**src/rtl/sb_xbar_nxm.sv**
```systemverilog
// Simple-bus NM-master x NS-slave crossbar. Read and write paths each run an
// independent round-robin engine with a single transaction in flight.

module sb_xbar_eng #(
  parameter int              NM      = 2,
  parameter int              NS      = 4,
  parameter int              SB      = 2,
  parameter int              PW      = 32,
  parameter int              RW      = 1,
  parameter logic [RW-1:0]   ERR_RSP = '1
) (
  input  logic             clk,
  input  logic             rst,
  input  logic [NM-1:0]    m_valid_i,
  output logic [NM-1:0]    m_ready_o,
  input  logic [NM*PW-1:0] m_pay_i,
  output logic [NM-1:0]    m_rvalid_o,
  input  logic [NM-1:0]    m_rready_i,
  output logic [NM*RW-1:0] m_rpay_o,
  output logic [NS-1:0]    s_valid_o,
  input  logic [NS-1:0]    s_ready_i,
  output logic [NS*PW-1:0] s_pay_o,
  input  logic [NS-1:0]    s_rvalid_i,
  output logic [NS-1:0]    s_rready_o,
  input  logic [NS*RW-1:0] s_rpay_i
);
  localparam int GW = (NM > 1) ? $clog2(NM) : 1;

  typedef enum logic [1:0] {IDLE, ADDR, RESP} state_e;

  state_e        state_q, state_d;
  logic [GW-1:0] ptr_q, ptr_d;
  logic [GW-1:0] gnt_q, gnt_d;
  logic [SB-1:0] sidx_q, sidx_d;
  logic          err_q, err_d;

  logic [GW-1:0] win;
  logic [SB-1:0] win_sidx;
  logic          win_found;
  logic          g_valid, g_rready;
  logic [PW-1:0] g_pay;
  logic          sl_ready, sl_rvalid;
  logic [RW-1:0] sl_rpay;
  logic          legal;
  logic          rsp_valid;
  logic [RW-1:0] rsp_pay;

  // Round-robin search from ptr; the address sits in the top bits of each payload.
  always_comb begin
    win       = '0;
    win_sidx  = '0;
    win_found = 1'b0;
    for (int k = 0; k < NM; k++) begin
      int j;
      j = int'(ptr_q) + k;
      if (j >= NM) j = j - NM;
      if (!win_found && m_valid_i[j]) begin
        win_found = 1'b1;
        win       = GW'(j);
        win_sidx  = m_pay_i[j*PW + PW-1 -: SB];
      end
    end
  end

  always_comb begin
    g_valid   = 1'b0;
    g_rready  = 1'b0;
    g_pay     = '0;
    for (int i = 0; i < NM; i++) begin
      if (gnt_q == GW'(i)) begin
        g_valid  = m_valid_i[i];
        g_rready = m_rready_i[i];
        g_pay    = m_pay_i[i*PW +: PW];
      end
    end
    sl_ready  = 1'b0;
    sl_rvalid = 1'b0;
    sl_rpay   = '0;
    for (int s = 0; s < NS; s++) begin
      if (sidx_q == SB'(s)) begin
        sl_ready  = s_ready_i[s];
        sl_rvalid = s_rvalid_i[s];
        sl_rpay   = s_rpay_i[s*RW +: RW];
      end
    end
  end

  assign legal = (32'(sidx_q) < 32'(NS));

  always_comb begin
    // NOTE: every output and next-state gets a default first, so no path through the case can infer a latch.
    state_d    = state_q;
    ptr_d      = ptr_q;
    gnt_d      = gnt_q;
    sidx_d     = sidx_q;
    err_d      = err_q;
    m_ready_o  = '0;
    m_rvalid_o = '0;
    m_rpay_o   = '0;
    s_valid_o  = '0;
    s_pay_o    = '0;
    s_rready_o = '0;
    rsp_valid  = err_q | sl_rvalid;
    rsp_pay    = err_q ? ERR_RSP : sl_rpay;

    unique case (state_q)
      IDLE: begin
        if (win_found) begin
          gnt_d   = win;
          sidx_d  = win_sidx;
          err_d   = 1'b0;
          state_d = ADDR;
        end
      end
      ADDR: begin
        for (int s = 0; s < NS; s++) begin
          if (legal && sidx_q == SB'(s)) begin
            s_valid_o[s]         = g_valid;
            s_pay_o[s*PW +: PW]  = g_pay;
          end
        end
        for (int i = 0; i < NM; i++) begin
          if (gnt_q == GW'(i)) m_ready_o[i] = legal ? sl_ready : 1'b1;
        end
        // An unmapped index is acknowledged locally for one cycle and answered with an error.
        if (!legal) begin
          err_d   = 1'b1;
          state_d = RESP;
        end else if (g_valid && sl_ready) begin
          state_d = RESP;
        end
      end
      RESP: begin
        for (int i = 0; i < NM; i++) begin
          if (gnt_q == GW'(i)) begin
            m_rvalid_o[i]          = rsp_valid;
            m_rpay_o[i*RW +: RW]   = rsp_pay;
          end
        end
        for (int s = 0; s < NS; s++) begin
          if (!err_q && sidx_q == SB'(s)) s_rready_o[s] = g_rready;
        end
        if (rsp_valid && g_rready) begin
          state_d = IDLE;
          ptr_d   = (gnt_q == GW'(NM-1)) ? '0 : gnt_q + GW'(1);
        end
      end
      default: state_d = IDLE;
    endcase
  end

  // NOTE: state registers use non-blocking assignments so every flop samples pre-edge values.
  always_ff @(posedge clk or posedge rst) begin
    if (rst) begin
      state_q <= IDLE;
      ptr_q   <= '0;
      gnt_q   <= '0;
      sidx_q  <= '0;
      err_q   <= 1'b0;
    end else begin
      state_q <= state_d;
      ptr_q   <= ptr_d;
      gnt_q   <= gnt_d;
      sidx_q  <= sidx_d;
      err_q   <= err_d;
    end
  end

endmodule

module sb_xbar_nxm #(
  parameter int NM = 2,
  parameter int NS = 4,
  parameter int AW = 32,
  parameter int DW = 32,
  parameter int SB = 2,
  localparam int SW = DW / 8
) (
  input  logic             clk,
  input  logic             rst,
  input  logic [NM-1:0]    sb_arvalid_m,
  output logic [NM-1:0]    sb_arready_m,
  input  logic [NM*AW-1:0] sb_araddr_m,
  output logic [NM-1:0]    sb_rvalid_m,
  input  logic [NM-1:0]    sb_rready_m,
  output logic [NM*DW-1:0] sb_rdata_m,
  output logic [NM-1:0]    sb_rresp_m,
  input  logic [NM-1:0]    sb_wvalid_m,
  output logic [NM-1:0]    sb_wready_m,
  input  logic [NM*AW-1:0] sb_waddr_m,
  input  logic [NM*DW-1:0] sb_wdata_m,
  input  logic [NM*SW-1:0] sb_wstrb_m,
  output logic [NM-1:0]    sb_bvalid_m,
  input  logic [NM-1:0]    sb_bready_m,
  output logic [NM-1:0]    sb_bresp_m,
  output logic [NS-1:0]    sb_arvalid_s,
  input  logic [NS-1:0]    sb_arready_s,
  output logic [NS*AW-1:0] sb_araddr_s,
  input  logic [NS-1:0]    sb_rvalid_s,
  output logic [NS-1:0]    sb_rready_s,
  input  logic [NS*DW-1:0] sb_rdata_s,
  output logic [NS-1:0]    sb_wvalid_s,
  input  logic [NS-1:0]    sb_wready_s,
  output logic [NS*AW-1:0] sb_waddr_s,
  output logic [NS*DW-1:0] sb_wdata_s,
  output logic [NS*SW-1:0] sb_wstrb_s,
  input  logic [NS-1:0]    sb_bvalid_s,
  output logic [NS-1:0]    sb_bready_s,
  input  logic [NS-1:0]    sb_bresp_s
);
  localparam int WPW = AW + DW + SW;
  localparam int RRW = DW + 1;

  logic [NM*WPW-1:0] w_mpay;
  logic [NS*WPW-1:0] w_spay;
  logic [NS*RRW-1:0] r_srsp;
  logic [NM*RRW-1:0] r_mrsp;

  // Read responses carry {rresp, rdata}; slaves never signal a read error themselves.
  for (genvar s = 0; s < NS; s++) begin : g_slv
    assign r_srsp[s*RRW +: RRW] = {1'b0, sb_rdata_s[s*DW +: DW]};
    assign {sb_waddr_s[s*AW +: AW], sb_wdata_s[s*DW +: DW], sb_wstrb_s[s*SW +: SW]} =
      w_spay[s*WPW +: WPW];
  end

  for (genvar i = 0; i < NM; i++) begin : g_mst
    assign w_mpay[i*WPW +: WPW] =
      {sb_waddr_m[i*AW +: AW], sb_wdata_m[i*DW +: DW], sb_wstrb_m[i*SW +: SW]};
    assign {sb_rresp_m[i], sb_rdata_m[i*DW +: DW]} = r_mrsp[i*RRW +: RRW];
  end

  sb_xbar_eng #(
    .NM(NM), .NS(NS), .SB(SB), .PW(AW), .RW(RRW),
    .ERR_RSP({1'b1, {DW{1'b0}}})
  ) u_rd (
    .clk       (clk),
    .rst       (rst),
    .m_valid_i (sb_arvalid_m),
    .m_ready_o (sb_arready_m),
    .m_pay_i   (sb_araddr_m),
    .m_rvalid_o(sb_rvalid_m),
    .m_rready_i(sb_rready_m),
    .m_rpay_o  (r_mrsp),
    .s_valid_o (sb_arvalid_s),
    .s_ready_i (sb_arready_s),
    .s_pay_o   (sb_araddr_s),
    .s_rvalid_i(sb_rvalid_s),
    .s_rready_o(sb_rready_s),
    .s_rpay_i  (r_srsp)
  );

  sb_xbar_eng #(
    .NM(NM), .NS(NS), .SB(SB), .PW(WPW), .RW(1),
    .ERR_RSP(1'b1)
  ) u_wr (
    .clk       (clk),
    .rst       (rst),
    .m_valid_i (sb_wvalid_m),
    .m_ready_o (sb_wready_m),
    .m_pay_i   (w_mpay),
    .m_rvalid_o(sb_bvalid_m),
    .m_rready_i(sb_bready_m),
    .m_rpay_o  (sb_bresp_m),
    .s_valid_o (sb_wvalid_s),
    .s_ready_i (sb_wready_s),
    .s_pay_o   (w_spay),
    .s_rvalid_i(sb_bvalid_s),
    .s_rready_o(sb_bready_s),
    .s_rpay_i  (sb_bresp_s)
  );

endmodule

```
**config.mk**
```make
export PLATFORM = sky130hd
export DESIGN_NAME = sb_xbar_nxm
export DESIGN_NICKNAME = d
export VERILOG_FILES = /design/src/rtl/sb_xbar_nxm.sv
export SDC_FILE = /design/constraint.sdc
export NUM_CORES = 1
export LEC_CHECK = 0
export BUFFER_PORTS_ARGS = -buffer_cell sky130_fd_sc_hd__buf_2
export CELL_PAD_IN_SITES_DETAIL_PLACEMENT = 2
export CELL_PAD_IN_SITES_GLOBAL_PLACEMENT = 2
export CORE_AREA = 2 2 335 337
export DETAILED_ROUTE_END_ITERATION = 10
export DIE_AREA = 0 0 337 339
export HOLD_SLACK_MARGIN = 0.05
export PLACE_DENSITY = 0.51
export REMOVE_ABC_BUFFERS = 1
export SLEW_MARGIN = 20
export SYNTH_ARGS = -nofsm -noshare
export SYNTH_HDL_FRONTEND = slang
export SYNTH_SLANG_ARGS = --single-unit
```
**constraint.sdc**
```tcl
create_clock -name clk -period 2.7 [get_ports clk]
set_clock_uncertainty 0.2 [all_clocks]
set_input_delay 0.27 -clock clk [delete_from_list [all_inputs] [get_ports clk]]
set_output_delay 0.27 -clock clk [all_outputs]
set_load 0.03 [all_outputs]
```
==> flow_metrics.env, run 1 <==
export IMPL_synthCells=780
export IMPL_clkLatencyLatePin_ps=260
export IMPL_grt_max_degree=72
export IMPL_layout_commonest_cell="buf_2"
export IMPL_numClockSinks=12
export IMPL_drtAntennaViolNets=0
export IMPL_grt_pass1_wl_mm=72.4
export IMPL_arrival_ps=2160
export IMPL_worstHoldStart="sb_rready_m[1]"
export IMPL_vias_per_cell=2.97
export IMPL_p_leak_nw=6.84
export IMPL_cp_cell_sequence="nor2b_2, buf_6, nand3b_4, buf_4, nor2_1, buf_2"
export IMPL_routed_wl_mm=54.0
export IMPL_hold_viol_final=0
export IMPL_grt_pass1_vias=9973
export IMPL_yosysSeqAreaShare=0.0601
export IMPL_grt_remaining_overflow=0
export IMPL_cts_htree_levels=1
export IMPL_rsz0062_at_grt="yes"
export IMPL_firstDrtPassIters=4
export IMPL_r2r_start="u_wr.gnt_q$_DFFE_PP0P_"
export IMPL_worst_slew_margin_rel=0.526
export IMPL_nets=1993
export IMPL_hold_path_depth=2
export IMPL_die_area_sq_mm=0.114
export IMPL_highest_layer="met5"
export IMPL_criticalPathCategory="flip-flop to output pin"
export IMPL_p_int_mw=4.10
export IMPL_min_period_ps=2630
export IMPL_fmax_mhz=381
export IMPL_worstPathRequired_ps=2230
export IMPL_power_density_mw_per_mm2=1050
export IMPL_coreArea_sq_mm=0.110
export IMPL_ys_ff_latch=12
export IMPL_report_power_total_mw=12.4
export IMPL_p_seq_frac=0.044
export IMPL_synth_top_cell_area_share=0.313
export IMPL_drc=0
export IMPL_syn_area_sq_mm=0.00499
export IMPL_areaGrowthSynthToFinish_pct=135
export IMPL_critPathTopFamily="buffers and inverters"
export IMPL_clockBufferDepth=2
export IMPL_numCtsBuffers=3
export IMPL_avgSynthCellArea_sq_um=6.40
export IMPL_p_clk_frac=0.025
export IMPL_reg2reg_slack_ps=520
export IMPL_crit_path_max_incr_delay_ps=390
export IMPL_wl_met3_mm=3.96
export IMPL_row_count=122
export IMPL_switchingPower_mw=8.27
export IMPL_vdd_drop_max_mv=0.471
export IMPL_min_to="u_rd.ptr_q$_DFFE_PP0P_"
export IMPL_synthDistinctLibCells=33
export IMPL_portBuffers=847
export IMPL_swShare=0.669
export IMPL_maxCapViolCount=0
export IMPL_utilization=0.106
export IMPL_seq_area_sq_um=310
export IMPL_hp_class="input port to flip-flop"
export IMPL_start_util=0.0452
export IMPL_synth_area_leaders="nor2_1 31%, mux2i_1 20%, mux4_2 17%"
export IMPL_maxSlewViolCount=0
export IMPL_drive_gt1_frac=0.607
export IMPL_setup_violations=0
export IMPL_wl_per_cell_um=17.2
export IMPL_clk_pin_slew_worst_paths_ps=50
export IMPL_end_kind="output pin"
export IMPL_boundaryPins=850
export IMPL_antenna_found_initial=10
export IMPL_final_cell_mix="845 x buf_2, 417 x nor2_1, 98 x mux2i_1"
export IMPL_drt_initial_drc_count=221
export IMPL_wl_met2_mm=28.6
export IMPL_critPathLaunchType="flip-flop"
export IMPL_p_comb_frac=0.931
export IMPL_reg2reg_to="u_wr.state_q[0]$_DFFE_PP0P_"
export IMPL_reg2reg_depth=4
export IMPL_fin_crit_sh=0.973
export IMPL_fillers=13500
export IMPL_cp_max_fo=22
export IMPL_yosysWarnings=0
export IMPL_yosysTopAreaCell="nor2_1"
export IMPL_cts_tree="done"
export IMPL_multi_input_area_sq_mm=0.00437
export IMPL_clock_root_buffer="clkbuf_16"
export IMPL_critical_path_slowest_cell="dfrtp_1"
export IMPL_die_w_um=337
export IMPL_status="complete, no violations"
export IMPL_hpwl_mm=47.2
export IMPL_critPathBufInv=3
export IMPL_setup_tns_ps=0
export IMPL_dieHeight_um=339
export IMPL_routabilityCongestion=0.815
export IMPL_vias=9329
export IMPL_grt_use_total=0.0854
export IMPL_wl_met1_mm=19.5
export IMPL_worst_pin_slew_ps=711
[metal layers]
layer | vias up | track usage
li1 | 4305 | -
met1 | 4514 | 0.0875
met2 | 468 | 0.168
met3 | 40 | 0.0219
met4 | 2 | 0.0225
met5 | - | 0
[area by class of cell]
| cell class | instances | share of cell area |
|---|---|---|
| repair buffers | 927 | 0.432 |
| well taps | 1488 | 0.159 |
| multi-input cells | 689 | 0.372 |
| diodes | 16 | 0.00341 |
| clock buffers | 4 | 0.00672 |
| flip-flops and latches | 12 | 0.0265 |
| inverters | 2 | 0.000640 |
[worst register-to-register path: stages, from the launching register on]
cell and delay [ps]:
dfrtp_4 700, buf_4 340, mux2i_2 450, and3b_1 230, nor3_1 160
[through the flow]
step                cells  hold slack [ps]  area [sq um]  setup slack, ps
floorplan             702            -65.3          4600            -1510
global placement     3115              246         11500              268
detailed placement   3115              253         11500              284
CTS                  3120              100         11600             11.5
global route         3129              115         11700            -32.7
finish               3138             82.7         11700             73.7
[worst max path at each step]
| stage | from | endpoint | slack [ps] | cells after the start |
|---|---|---|---|---|
| floorplan | u_wr.gnt_q$_DFFE_PP0P_ | sb_bready_s[1] | -1510 | 3 |
| global placement | u_wr.gnt_q$_DFFE_PP0P_ | sb_wdata_s[84] | 270 | 4 |
| detailed placement | u_wr.gnt_q$_DFFE_PP0P_ | sb_wvalid_s[0] | 280 | 4 |
| CTS | u_wr.state_q[0]$_DFFE_PP0P_ | sb_wdata_s[75] | 10 | 6 |
| global route | u_wr.state_q[0]$_DFFE_PP0P_ | sb_waddr_s[62] | -30 | 6 |
| finish | u_wr.state_q[0]$_DFFE_PP0P_ | sb_waddr_s[62] | 70 | 6 |
[cells by family after synthesis]
family	after synthesis	share of synthesized area
other cells	1	0.000751
simple gates	524	0.447
mux	146	0.387
buf+inv	81	0.0814
flops	12	0.0601
compound gates	16	0.0236
[power by group through the flow]
stage,registers [mW],clock network (mW),logic (mW)
finish,0.545,0.305,11.5
global route,0.574,0.334,12.2
CTS,0.522,0.328,11.6
detailed placement,0.527,0,11.6
global placement,0.526,0,11.6
floorplan,0.852,0,6.53
[repair_timing]
item | in CTS | in global routing
resized for setup | 1 | 10
endpoints found under the hold margin | 12 | 0
gates cloned | 0 | 1
setup buffers | 0 | 1
hold buffers | 1 | 0
endpoints found under the setup margin | 1 | 52
[synth_stat cells]
cell / n
nor3_2: 1
nor2b_1: 4
and3_1: 38
nand2b_1: 2
nand3_1: 2
a21boi_0: 2
buf_6: 5
a41oi_1: 1
mux4_2: 37
nor2_1: 417
and2_1: 33
inv_1: 2
buf_1: 4
nand3b_1: 2
nand2_1: 10
a21oi_1: 4
nand3_2: 1
dfrtp_1: 12
a32o_1: 4
nor3_1: 5
a31oi_1: 1
nor3b_1: 4
and2b_1: 1
and3b_1: 2
o21ai_0: 2
buf_4: 9
mux2i_1: 102
conb_1: 1
clkbuf_1: 36
mux2_2: 7
buf_2: 25
o2bb2ai_1: 2
nand3b_2: 2
[registers in the layout, indices dropped and copies added (netlist names)]
signal and cells:
u_wr.state_q 2, u_rd.ptr_q 1, u_rd.sidx_q 2, u_rd.state_q 2, u_rd.gnt_q 1, u_wr.ptr_q 1
u_wr.gnt_q 1, u_wr.sidx_q 2
No activity file was read; power rests on OpenSTA's default activity.
==> run 2, diff against run 1 <==
Settings changed: CELL_PAD_IN_SITES_DETAIL_PLACEMENT 2 to 1, CELL_PAD_IN_SITES_GLOBAL_PLACEMENT 2 to 1, CORE_AREA 2 2 335 337 to 2 2 332 334, DIE_AREA 0 0 337 339 to 0 0 334 336, PLACE_DENSITY 0.51 to 0.42, RECOVER_POWER set to 50.
==> flow_metrics.env, run 2 (synthesized netlist as in run 1, its figures left out) <==
export IMPL_p_leak_nw=6.26
export IMPL_maxCapViolCount=0
export IMPL_dp_cells=3033
export IMPL_start_util=0.0461
export IMPL_maxSlewViolCount=0
export IMPL_final_cell_mix="651 x buf_2, 417 x nor2_1, 108 x clkbuf_2"
export IMPL_p_seq_frac=0.042
export IMPL_drc=0
export IMPL_hpwl_mm=44.3
export IMPL_grt_pass1_wl_mm=67.7
export IMPL_vdd_drop_max_mv=0.394
export IMPL_swShare=0.684
export IMPL_reg2reg_slack_ps=570
export IMPL_critPathBufInv=3
export IMPL_worst_pin_slew_ps=704
export IMPL_layout_commonest_cell="buf_2"
export IMPL_crit_path_max_incr_delay_ps=530
export IMPL_routed_wl_mm=50.3
export IMPL_switchingPower_mw=8.15
export IMPL_portBuffers=847
export IMPL_dieHeight_um=336
export IMPL_criticalPathCategory="flip-flop to output pin"
export IMPL_grt_use_total=0.0822
export IMPL_wl_per_cell_um=16.5
export IMPL_critical_path_slowest_cell="dfrtp_4"
export IMPL_cts_tree="done"
export IMPL_fmax_mhz=385
export IMPL_p_comb_frac=0.931
export IMPL_startpoint="u_wr.gnt_q$_DFFE_PP0P_"
export IMPL_cp_max_fo=35
export IMPL_boundaryPins=850
export IMPL_hold_viol_final=0
export IMPL_worst_slew_margin_rel=0.530
export IMPL_numCtsBuffers=3
export IMPL_firstDrtPassIters=4
export IMPL_areaGrowthSynthToFinish_pct=127
export IMPL_coreArea_sq_mm=0.108
export IMPL_vias=9145
export IMPL_end_kind="output pin"
export IMPL_cp_cell_sequence="buf_16, mux2i_2, buf_4, nor2_1, buf_2"
export IMPL_drive_gt1_frac=0.542
export IMPL_critPathTopFamily="buffers and inverters"
export IMPL_p_clk_frac=0.026
export IMPL_status="complete, no violations"
export IMPL_clkLatencyLatePin_ps=270
export IMPL_crit_end="sb_waddr_s[0]"
export IMPL_setup_tns_ps=0
export IMPL_critPathLaunchType="flip-flop"
export IMPL_seq_area_sq_um=309
export IMPL_r2r_start="u_wr.sidx_q[0]$_DFFE_PP0P_"
export IMPL_clk_pin_slew_worst_paths_ps=60
export IMPL_reg2reg_to="u_wr.ptr_q$_DFFE_PP0P_"
export IMPL_holdWs_ps=124
export IMPL_rsz0062_at_grt="yes"
export IMPL_p_int_mw=3.76
export IMPL_numClockSinks=12
export IMPL_final_cells=3055
export IMPL_fin_crit_sh=0.963
export IMPL_row_count=121
export IMPL_reg2reg_depth=4
export IMPL_nets=1990
export IMPL_setup_violations=0
export IMPL_grt_remaining_overflow=0
export IMPL_drtAntennaViolNets=0
export IMPL_drt_initial_drc_count=266
export IMPL_power_density_mw_per_mm2=1050
export IMPL_multi_input_area_sq_mm=0.00435
export IMPL_vias_per_cell=2.99
export IMPL_fillers=13500
export IMPL_clock_root_buffer="clkbuf_16"
export IMPL_die_w_um=334
export IMPL_hold_path_depth=3
export IMPL_grt_pass1_vias=9453
export IMPL_arrival_ps=2130
export IMPL_crit_cells=5
export IMPL_hp_class="input port to flip-flop"
export IMPL_grt_max_degree=39
export IMPL_routabilityCongestion=0.845
export IMPL_antenna_found_initial=12
export IMPL_cts_htree_levels=1
export IMPL_die_area_sq_mm=0.112
export IMPL_min_period_ps=2600
export IMPL_worstPathRequired_ps=2230
export IMPL_clockBufferDepth=2
[run 2: changes by cell type in the layout (fill, tap and decap cells not counted), moves of 6 or more]
cell and delta:
buf_2 -194, clkbuf_2 +108, clkbuf_1 +102, buf_4 -17, buf_12 -10, clkbuf_4 +7
diode_2 -6
[run 2: worst min-delay path by stage]
stage,from,endpoint,slack (ps)
5_1_grt,sb_arvalid_m[0],u_rd.state_q[0]$_DFFE_PP0P_,140
2_1_floorplan,rst,u_rd.gnt_q$_DFFE_PP0P_,-70
6_report,sb_arvalid_m[0],u_rd.state_q[0]$_DFFE_PP0P_,120
3_3_place_gp,rst,u_wr.gnt_q$_DFFE_PP0P_,260
3_5_place_dp,rst,u_wr.gnt_q$_DFFE_PP0P_,250
4_1_cts,sb_arvalid_m[0],u_rd.state_q[0]$_DFFE_PP0P_,110
[run 2: cell type report]
class                           instances  area share
Timing Repair Buffer                  925       0.422
Multi-Input combinational cell        688       0.384
Tap cell                             1414       0.156
Sequential cell                        12      0.0273
Clock buffer                            4     0.00696
Antenna cell                           10     0.00221
Inverter                                2    0.000663
[run 2: power by group through the flow]
| stage | combinational (mW) | clock (mW) | sequential, mW |
|---|---|---|---|
| CTS | 11.4 | 0.340 | 0.539 |
| detailed placement | 11.3 | 0 | 0.538 |
| global placement | 11.4 | 0 | 0.530 |
| global route | 11.8 | 0.347 | 0.539 |
| floorplan | 6.53 | 0 | 0.852 |
| finish | 11.1 | 0.312 | 0.506 |
[run 2: worst reg2reg max path: cells and delay by family (launching register included)]
| kind | cells | cell delay (ps) |
|---|---|---|
| buffers and inverters | 1 | 230 |
| muxes | 2 | 880 |
| and+or+nand+nor | 1 | 110 |
| DFF | 1 | 590 |
[run 2: timing repair]
action,4_1_cts,5_1_grt
endpoints found under the hold margin,13,0
setup buffers,0,6
pin swaps,0,0
gates resized for setup,7,6
endpoints found under the setup margin,19,29
hold buffers,2,0
[run 2: layer usage]
| metal | vias to the layer above | part of all wire | GRT usage |
|---|---|---|---|
| met5 | - | 0.00032 | 0.00596 |
| met4 | 2 | 0.018 | 0.0196 |
| met3 | 26 | 0.074 | 0.0210 |
| met2 | 496 | 0.52 | 0.154 |
| met1 | 4321 | 0.38 | 0.0915 |
| li1 | 4300 | - | - |
[run 2: through the flow]
step / power [mW] / utilization / setup WS, ps / cell area [sq um]
after floorplan: 7.39 / - / -1510 / 4600
final: 11.9 / 0.104 / 99.5 / 11300
after global placement: 11.9 / 0.104 / 159 / 11300
after global routing: 12.7 / 0.104 / -5.52 / 11300
after CTS: 12.3 / 0.105 / -9.22 / 11400
after detailed placement: 11.8 / 0.104 / 149 / 11300
